===== src/rtl/riscv_pkg.sv =====
// Writeback-select encoding and sideband sizing shared by the ALU return path.
package riscv_pkg;

  typedef enum logic [1:0] {
    WB_ALU  = 2'd0,
    WB_LOAD = 2'd1,
    WB_PC4  = 2'd2,
    WB_CSR  = 2'd3
  } wb_sel_e;

  localparam int WB_SEL_WIDTH = 2;
  localparam int PC_STEP      = 4;

  // Packed sideband layout: {tid, rd, we, wb_sel, pc4}
  function automatic int sideband_width(input int tid_w, input int regaw, input int dwidth);
    return tid_w + regaw + 1 + WB_SEL_WIDTH + dwidth;
  endfunction

endpackage


===== src/rtl/writeback_align_if.sv =====
// Issue-side and register-file-side signal bundle of writeback_align.
interface writeback_align_if #(
  parameter int DWIDTH      = 32,
  parameter int NUM_THREADS = 16,
  parameter int REGAW       = 5,
  parameter int CNT_WIDTH   = 32
) ();
  import riscv_pkg::*;

  localparam int TID_WIDTH = $clog2(NUM_THREADS);

  logic                 i_valid;
  logic [TID_WIDTH-1:0] i_tid;
  logic [REGAW-1:0]     i_rd;
  logic                 i_rf_we;
  wb_sel_e              i_wb_sel;
  logic [DWIDTH-1:0]    i_pc;
  logic [DWIDTH-1:0]    i_alu_result;
  logic [DWIDTH-1:0]    i_load_data;
  logic [DWIDTH-1:0]    i_csr_data;
  logic [TID_WIDTH-1:0] i_cnt_tid;

  logic                 o_valid;
  logic                 o_rf_we;
  logic [TID_WIDTH-1:0] o_rf_tid;
  logic [REGAW-1:0]     o_rf_addr;
  logic [DWIDTH-1:0]    o_rf_wdata;
  logic [CNT_WIDTH-1:0] o_cnt_value;

  modport master (
    output i_valid, i_tid, i_rd, i_rf_we, i_wb_sel, i_pc,
    output i_alu_result, i_load_data, i_csr_data, i_cnt_tid,
    input  o_valid, o_rf_we, o_rf_tid, o_rf_addr, o_rf_wdata, o_cnt_value
  );

  modport slave (
    input  i_valid, i_tid, i_rd, i_rf_we, i_wb_sel, i_pc,
    input  i_alu_result, i_load_data, i_csr_data, i_cnt_tid,
    output o_valid, o_rf_we, o_rf_tid, o_rf_addr, o_rf_wdata, o_cnt_value
  );

endinterface


===== src/rtl/sideband_delay.sv =====
// Fixed-depth shift register; only the valid bit is reset, payload bits are plain flops.
module sideband_delay #(
  parameter int WIDTH = 8,
  parameter int DEPTH = 1
) (
  input  logic             clk,
  input  logic             reset,
  input  logic             in_valid,
  input  logic [WIDTH-1:0] in_data,
  output logic             out_valid,
  output logic [WIDTH-1:0] out_data
);

  if (DEPTH == 0) begin : g_wire
    logic unused_clk_rst;
    assign unused_clk_rst = clk ^ reset;
    assign out_valid      = in_valid;
    assign out_data       = in_data;
  end else begin : g_pipe
    logic [DEPTH-1:0] valid_reg;
    logic [WIDTH-1:0] data_reg [DEPTH];

    always_ff @(posedge clk or posedge reset) begin
      if (reset) begin
        valid_reg <= '0;
      end else begin
        valid_reg[0] <= in_valid;
        for (int i = 1; i < DEPTH; i++) begin
          valid_reg[i] <= valid_reg[i-1];
        end
      end
    end

    always_ff @(posedge clk) begin
      data_reg[0] <= in_data;
      for (int i = 1; i < DEPTH; i++) begin
        data_reg[i] <= data_reg[i-1];
      end
    end

    assign out_valid = valid_reg[DEPTH-1];
    assign out_data  = data_reg[DEPTH-1];
  end

endmodule


===== src/rtl/writeback_align.sv =====
// Re-aligns issue sideband with the ALU result and drives the register-file write port.
// Optional per-thread retire counters are built when RETIRE_COUNT_EN is defined.
module writeback_align
  import riscv_pkg::*;
#(
  parameter int DWIDTH      = 32,
  parameter int NUM_THREADS = 16,
  parameter int REGAW       = 5,
  parameter int ALU_LATENCY = 1,
  parameter int CNT_WIDTH   = 32
) (
  input logic              clk,
  input logic              reset,
  writeback_align_if.slave bus
);

  localparam int TID_WIDTH = $clog2(NUM_THREADS);
  localparam int SB_WIDTH  = sideband_width(TID_WIDTH, REGAW, DWIDTH);

  logic [DWIDTH-1:0]       pc4;
  logic [SB_WIDTH-1:0]     sb_in;
  logic [SB_WIDTH-1:0]     sb_out;
  logic                    al_valid;
  logic [TID_WIDTH-1:0]    al_tid;
  logic [REGAW-1:0]        al_rd;
  logic                    al_we;
  logic [WB_SEL_WIDTH-1:0] al_sel_bits;
  wb_sel_e                 al_sel;
  logic [DWIDTH-1:0]       al_pc4;
  logic [DWIDTH-1:0]       wdata_next;

  logic                    valid_reg;
  logic                    rf_we_reg;
  logic [TID_WIDTH-1:0]    rf_tid_reg;
  logic [REGAW-1:0]        rf_addr_reg;
  logic [DWIDTH-1:0]       rf_wdata_reg;

  // pc4 is formed at issue so only the sum, not the PC, rides the delay line
  assign pc4   = bus.i_pc + DWIDTH'(PC_STEP);
  assign sb_in = {bus.i_tid, bus.i_rd, bus.i_rf_we, bus.i_wb_sel, pc4};

  sideband_delay #(
    .WIDTH (SB_WIDTH),
    .DEPTH (ALU_LATENCY)
  ) u_sideband_delay (
    .clk       (clk),
    .reset     (reset),
    .in_valid  (bus.i_valid),
    .in_data   (sb_in),
    .out_valid (al_valid),
    .out_data  (sb_out)
  );

  assign {al_tid, al_rd, al_we, al_sel_bits, al_pc4} = sb_out;
  assign al_sel = wb_sel_e'(al_sel_bits);

  always_comb begin
    wdata_next = bus.i_alu_result;
    case (al_sel)
      WB_ALU:  wdata_next = bus.i_alu_result;
      WB_LOAD: wdata_next = bus.i_load_data;
      WB_PC4:  wdata_next = al_pc4;
      WB_CSR:  wdata_next = bus.i_csr_data;
      default: wdata_next = bus.i_alu_result;
    endcase
  end

  always_ff @(posedge clk or posedge reset) begin
    if (reset) begin
      valid_reg    <= 1'b0;
      rf_we_reg    <= 1'b0;
      rf_tid_reg   <= '0;
      rf_addr_reg  <= '0;
      rf_wdata_reg <= '0;
    end else begin
      valid_reg <= al_valid;
      rf_we_reg <= al_valid & al_we & (al_rd != '0);
      if (al_valid) begin
        rf_tid_reg   <= al_tid;
        rf_addr_reg  <= al_rd;
        rf_wdata_reg <= wdata_next;
      end
    end
  end

  assign bus.o_valid    = valid_reg;
  assign bus.o_rf_we    = rf_we_reg;
  assign bus.o_rf_tid   = rf_tid_reg;
  assign bus.o_rf_addr  = rf_addr_reg;
  assign bus.o_rf_wdata = rf_wdata_reg;

`ifdef RETIRE_COUNT_EN
  logic [CNT_WIDTH-1:0] cnt_all [NUM_THREADS];
  logic [CNT_WIDTH-1:0] cnt_value_reg;

  for (genvar gi = 0; gi < NUM_THREADS; gi++) begin : g_cnt
    logic [CNT_WIDTH-1:0] cnt_reg;

    always_ff @(posedge clk or posedge reset) begin
      if (reset) begin
        cnt_reg <= '0;
      end else if (valid_reg && (rf_tid_reg == TID_WIDTH'(gi))) begin
        cnt_reg <= cnt_reg + CNT_WIDTH'(1);
      end
    end

    assign cnt_all[gi] = cnt_reg;
  end

  // Sampled at the same edge as any increment, so a colliding read sees the old count
  always_ff @(posedge clk or posedge reset) begin
    if (reset) begin
      cnt_value_reg <= '0;
    end else begin
      cnt_value_reg <= cnt_all[bus.i_cnt_tid];
    end
  end

  assign bus.o_cnt_value = cnt_value_reg;
`else
  logic unused_cnt_tid;
  assign unused_cnt_tid  = ^bus.i_cnt_tid;
  assign bus.o_cnt_value = '0;
`endif

endmodule

===== src/flat_wrapper.sv =====
// flat-port wrapper written by rule: the top's interface ports become plain ports
module writeback_align_flat import riscv_pkg::*;
#(
  parameter int DWIDTH      = 32,
  parameter int NUM_THREADS = 16,
  parameter int REGAW       = 5,
  parameter int ALU_LATENCY = 1,
  parameter int CNT_WIDTH   = 32
)
  (clk, reset, bus_i_valid, bus_i_tid, bus_i_rd, bus_i_rf_we, bus_i_wb_sel, bus_i_pc, bus_i_alu_result, bus_i_load_data, bus_i_csr_data, bus_i_cnt_tid, bus_o_valid, bus_o_rf_we, bus_o_rf_tid, bus_o_rf_addr, bus_o_rf_wdata, bus_o_cnt_value);
  writeback_align_if #(.DWIDTH(DWIDTH), .NUM_THREADS(NUM_THREADS), .REGAW(REGAW), .CNT_WIDTH(CNT_WIDTH)) bus_i ();
  input logic clk;
  input logic reset;
  input wire logic [$bits(bus_i.i_valid)-1:0] bus_i_valid;
  input wire logic [$bits(bus_i.i_tid)-1:0] bus_i_tid;
  input wire logic [$bits(bus_i.i_rd)-1:0] bus_i_rd;
  input wire logic [$bits(bus_i.i_rf_we)-1:0] bus_i_rf_we;
  input wire logic [$bits(bus_i.i_wb_sel)-1:0] bus_i_wb_sel;
  input wire logic [$bits(bus_i.i_pc)-1:0] bus_i_pc;
  input wire logic [$bits(bus_i.i_alu_result)-1:0] bus_i_alu_result;
  input wire logic [$bits(bus_i.i_load_data)-1:0] bus_i_load_data;
  input wire logic [$bits(bus_i.i_csr_data)-1:0] bus_i_csr_data;
  input wire logic [$bits(bus_i.i_cnt_tid)-1:0] bus_i_cnt_tid;
  output wire logic [$bits(bus_i.o_valid)-1:0] bus_o_valid;
  output wire logic [$bits(bus_i.o_rf_we)-1:0] bus_o_rf_we;
  output wire logic [$bits(bus_i.o_rf_tid)-1:0] bus_o_rf_tid;
  output wire logic [$bits(bus_i.o_rf_addr)-1:0] bus_o_rf_addr;
  output wire logic [$bits(bus_i.o_rf_wdata)-1:0] bus_o_rf_wdata;
  output wire logic [$bits(bus_i.o_cnt_value)-1:0] bus_o_cnt_value;
  assign bus_i.i_valid = bus_i_valid;
  assign bus_i.i_tid = bus_i_tid;
  assign bus_i.i_rd = bus_i_rd;
  assign bus_i.i_rf_we = bus_i_rf_we;
  assign bus_i.i_wb_sel = bus_i_wb_sel;
  assign bus_i.i_pc = bus_i_pc;
  assign bus_i.i_alu_result = bus_i_alu_result;
  assign bus_i.i_load_data = bus_i_load_data;
  assign bus_i.i_csr_data = bus_i_csr_data;
  assign bus_i.i_cnt_tid = bus_i_cnt_tid;
  assign bus_o_valid = bus_i.o_valid;
  assign bus_o_rf_we = bus_i.o_rf_we;
  assign bus_o_rf_tid = bus_i.o_rf_tid;
  assign bus_o_rf_addr = bus_i.o_rf_addr;
  assign bus_o_rf_wdata = bus_i.o_rf_wdata;
  assign bus_o_cnt_value = bus_i.o_cnt_value;
  writeback_align #(.DWIDTH(DWIDTH), .NUM_THREADS(NUM_THREADS), .REGAW(REGAW), .ALU_LATENCY(ALU_LATENCY), .CNT_WIDTH(CNT_WIDTH)) u_core (.clk(clk), .reset(reset), .bus(bus_i));
endmodule

===== config.mk =====
export PLATFORM = sky130hd
export DESIGN_NAME = writeback_align_flat
export DESIGN_NICKNAME = d
export VERILOG_FILES = /design/src/rtl/riscv_pkg.sv /design/src/rtl/writeback_align_if.sv /design/src/rtl/sideband_delay.sv /design/src/rtl/writeback_align.sv /design/src/flat_wrapper.sv
export SDC_FILE = /design/constraint.sdc
export NUM_CORES = 1
export LEC_CHECK = 0
export ABC_AREA = 1
export BUFFER_PORTS_ARGS = -buffer_cell sky130_fd_sc_hd__buf_2
export CORE_MARGIN = 3
export CORE_UTILIZATION = 46
export CTS_CLUSTER_SIZE = 20
export DETAILED_ROUTE_END_ITERATION = 12
export PLACE_DENSITY_LB_ADDON = 0.1
export SYNTH_ARGS = -nofsm -noshare
export SYNTH_HDL_FRONTEND = slang
export SYNTH_SLANG_ARGS = --single-unit

===== constraint.sdc =====
create_clock -name clk -period 1.4 [get_ports clk]
set_input_delay 0.28 -clock clk [delete_from_list [all_inputs] [get_ports clk]]
set_output_delay 0.28 -clock clk [all_outputs]
set_load 0.02 [all_outputs]

==> impl_metrics.tcl <==
set metrics [dict create \
    fp.coreArea_um2 9370 \
    synth-compound-area-share_pct 1.56 \
    unrepaired_setup_endpoints_after_global_routing "no" \
    synthCells 623 \
    grtUsageTotal_pct 22.4 \
    synthesis.area_per_instance_um2 7.21 \
    drt_pre_antenna_iters 4 \
    cts.root.buffer_cell "sky130_fd_sc_hd__clkbuf_8" \
    clk_path_buf_depth 2 \
    avgViaCountPerCell 4.64 \
    distinct_cell_type_count_of_the_synthesized_netlist 25 \
    synth-simple-area-share_pct 39.7 \
    tritoncts_num_sinks 88 \
    layout.cells.non_filler 956 \
    core.rowCount 35 \
    synthesis.yosys.warnings 0 \
    htree_num_levels 3 \
    static-leakage-power_nw 3.07 \
    placement.setup.worst_slack_ns -0.0218 \
    final_nets 970 \
    placed_cells 929 \
    min_delay_path_depth 1 \
    grt_total_ovfl 0 \
    outcome "complete, no violations" \
    pwr_density_cell_nw_per_um2 1000 \
    final_layout_size_suffix_gt1_share_pct 28.4 \
    use_met3_pct 4.51 \
    worst_skew_ns 0.0119 \
    crit_path_start_kind "register" \
    pin_count_of_the_biggest_net_entering_global_routing 45 \
    initialDrtViolationCount 211 \
    timing_worst_setup_path_type "register to register" \
    arrival_ns 1.57 \
    layout_min_cycle_time_ns 1.28 \
    drt_drc_violations_left 0 \
    cts_tree "built" \
    finalHoldViolCount 0 \
    gpl_congestion 0.906 \
    final_max_slew_violation_count 0 \
    fmaxAchievable_mhz 783 \
    antenna_diode_instance_count 0 \
    flow.area_growth_from_synthesis_pct 27.9 \
    synth_top_family_by_area "simple AND/OR/NAND/NOR gates" \
    ir_worst_vdd_uv 503 \
    design.die.area_um2 11000 \
    post_cts.resized_instances 0 \
    chip_width_um 105 \
    routed_wirelength_mm 12.7 \
    number_of_clock_buffers_inserted_by_tritoncts 9 \
    multiplexer_fraction_of_the_synthesized_cell_area_pct 0 \
    max_cap_viol_count 0 \
    final_min_period_over_clock_period_pct 91.2 \
    crit_path_end_kind "register" \
    clkSlewWorstSetupHoldPaths_ns 0.10 \
    synthAdderAreaFrac_pct 0.279 \
    avgRoutedWirePerCell_um 13.3 \
    synth_xor_area_share_pct 2.92 \
    final_cell_area_um2 5740 \
    latest_clock_arrival_within_the_worst_skew_pair_ns 0.35 \
    synth-seq-area-share_pct 44.1 \
    post_synth_instance_area_um2 4490 \
    grt.busiest_layer "met2" \
    hp-class "input pin to register" \
    grt_antenna_before_repair 0 \
    route.vias.total 4438 \
    die_height_um 105 \
    placed_area_um2 5440 \
    port-buffer-count 185 \
    floorplan.initialDensity_pct 47.9 \
    critPathMaxFanout 25 \
    io_pins 222 \
    synth-seq-cells 88 \
    setup_violations 0 \
    met1_usage_pct 29.8 \
    setup_total_negative_slack_ns 0 \
    largest_register_ff_count 44 \
    logic_depth_of_the_worst_register_to_register_path 7 \
    dp.final_hpwl_mm 10.2 \
    postLayoutSetupSlackWorst_ns 0.123 \
    drtAntennaViolNets 0 \
    grt_pass1_wl_mm 19.8 \
    met2_track_demand_over_resource_in_global_routing_pct 37.0 \
    first_global_vias 4169 \
    cp_data_required_time_ns 1.69 \
]
-- cells in the mapped netlist (all sizes together) --
cell / number / area [µm²]
nor2: 55 / 249
nand2: 321 / 1230
conb: 1 / 3.75
nand3: 19 / 95.1
nand3b: 5 / 37.5
clkbuf: 8 / 80.1
inv: 25 / 93.8
ha: 1 / 12.5
buf: 43 / 333
nand4: 25 / 156
dfxtp: 44 / 881
xnor2: 6 / 52.6
nor3: 3 / 15.0
xor2: 9 / 78.8
dfrtp: 44 / 1100
o21ai: 14 / 70.1
-- routing by layer --
metal	share of wire, %	up-vias
li1	-	2262
met1	45	1992
met2	47	168
met3	6.4	16
met4	1.7	0
met5	0	-
-- metrics by stage --
| stage | hold slack [ns] | util, % | power [W] |
|---|---|---|---|
| 2_1_floorplan | 0.308 | - | 0.00364 |
| 3_3_place_gp | 0.326 | 58.0 | 0.00408 |
| 3_5_place_dp | 0.329 | 58.0 | 0.00410 |
| 4_1_cts | 0.00344 | 60.6 | 0.00582 |
| 5_1_grt | 0.00482 | 61.3 | 0.00607 |
| 6_report | 0.0257 | 61.3 | 0.00576 |
-- timing repair --
| action | in CTS | in global routing |
|---|---|---|
| setup buffers | 0 | 0 |
| endpoints found under the hold margin | 48 | 6 |
| hold buffers | 5 | 6 |
-- power by group --
group          leakage [nW]  switching, W  total [W]  internal (W)
sequential            0.912     0.0000961    0.00283       0.00273
combinational          2.05      0.000778    0.00124      0.000459
clock                 0.102      0.000988    0.00169      0.000704
-- cell families after synthesis --
group,after synthesis
adder cells (fa/ha/maj),1
XOR/XNOR,15
flip-flops,88
AND/OR/NAND/NOR,428
buffers and inverters,76
other,1
AO/OA/AOI/OAI,14
-- critical path, cell delays in order (launching register included) --
cell                      delay [ns]
sky130_fd_sc_hd__dfxtp_1        0.45
sky130_fd_sc_hd__inv_2          0.16
sky130_fd_sc_hd__nor2_4         0.13
sky130_fd_sc_hd__buf_12         0.17
sky130_fd_sc_hd__nand2_1        0.10
sky130_fd_sc_hd__nand4_1        0.09
sky130_fd_sc_hd__nand2_1        0.05
sky130_fd_sc_hd__nand2_1        0.07
-- placed cells by master, fill, tap and decap left out, drive strengths merged --
| cell type | synthesis | routed |
|---|---|---|
| conb | 1 | 32 |
| o21ai | 14 | 14 |
| nand4 | 25 | 25 |
| dfrtp | 44 | 44 |
| clkbuf | 8 | 9 |
| inv | 25 | 29 |
| dlygate4sd3 | 0 | 11 |
| xor2 | 9 | 9 |
| xnor2 | 6 | 6 |
| nor3 | 3 | 3 |
| dfxtp | 44 | 44 |
| nand3 | 19 | 19 |
| ha | 1 | 1 |
| clkinv | 0 | 3 |
| nand2 | 321 | 321 |
| nor2 | 55 | 55 |
| nand3b | 5 | 5 |
| buf | 43 | 197 |
-- area by class of cell --
class | instances | area (µm²)
multi-input combinational | 490 | 2120
sequential | 88 | 1980
tap | 129 | 161
fill | 924 | 3630
inverter | 25 | 93.8
timing repair buffer | 208 | 1190
clock buffer | 9 | 124
clock inverter | 7 | 73.8
-- worst paths after layout --
check / start / end / slack, ns
min: bus_i_valid / u_core.u_sideband_delay.out_valid / 0.03
min in group asynchronous: reset / u_core.bus.o_rf_wdata[15] / 0.50
min reg2reg: u_core.u_sideband_delay.g_pipe.data_reg[0][41] / u_core.bus.o_rf_tid[1] / 0.43
max: u_core.u_sideband_delay.g_pipe.data_reg[0][33] / u_core.bus.o_rf_wdata[20] / 0.12
max in group asynchronous: reset / u_core.bus.o_rf_wdata[29] / 0.68
max reg2reg: u_core.u_sideband_delay.g_pipe.data_reg[0][33] / u_core.bus.o_rf_wdata[20] / 0.12
Note: power is estimated with default switching activity, not from simulation.
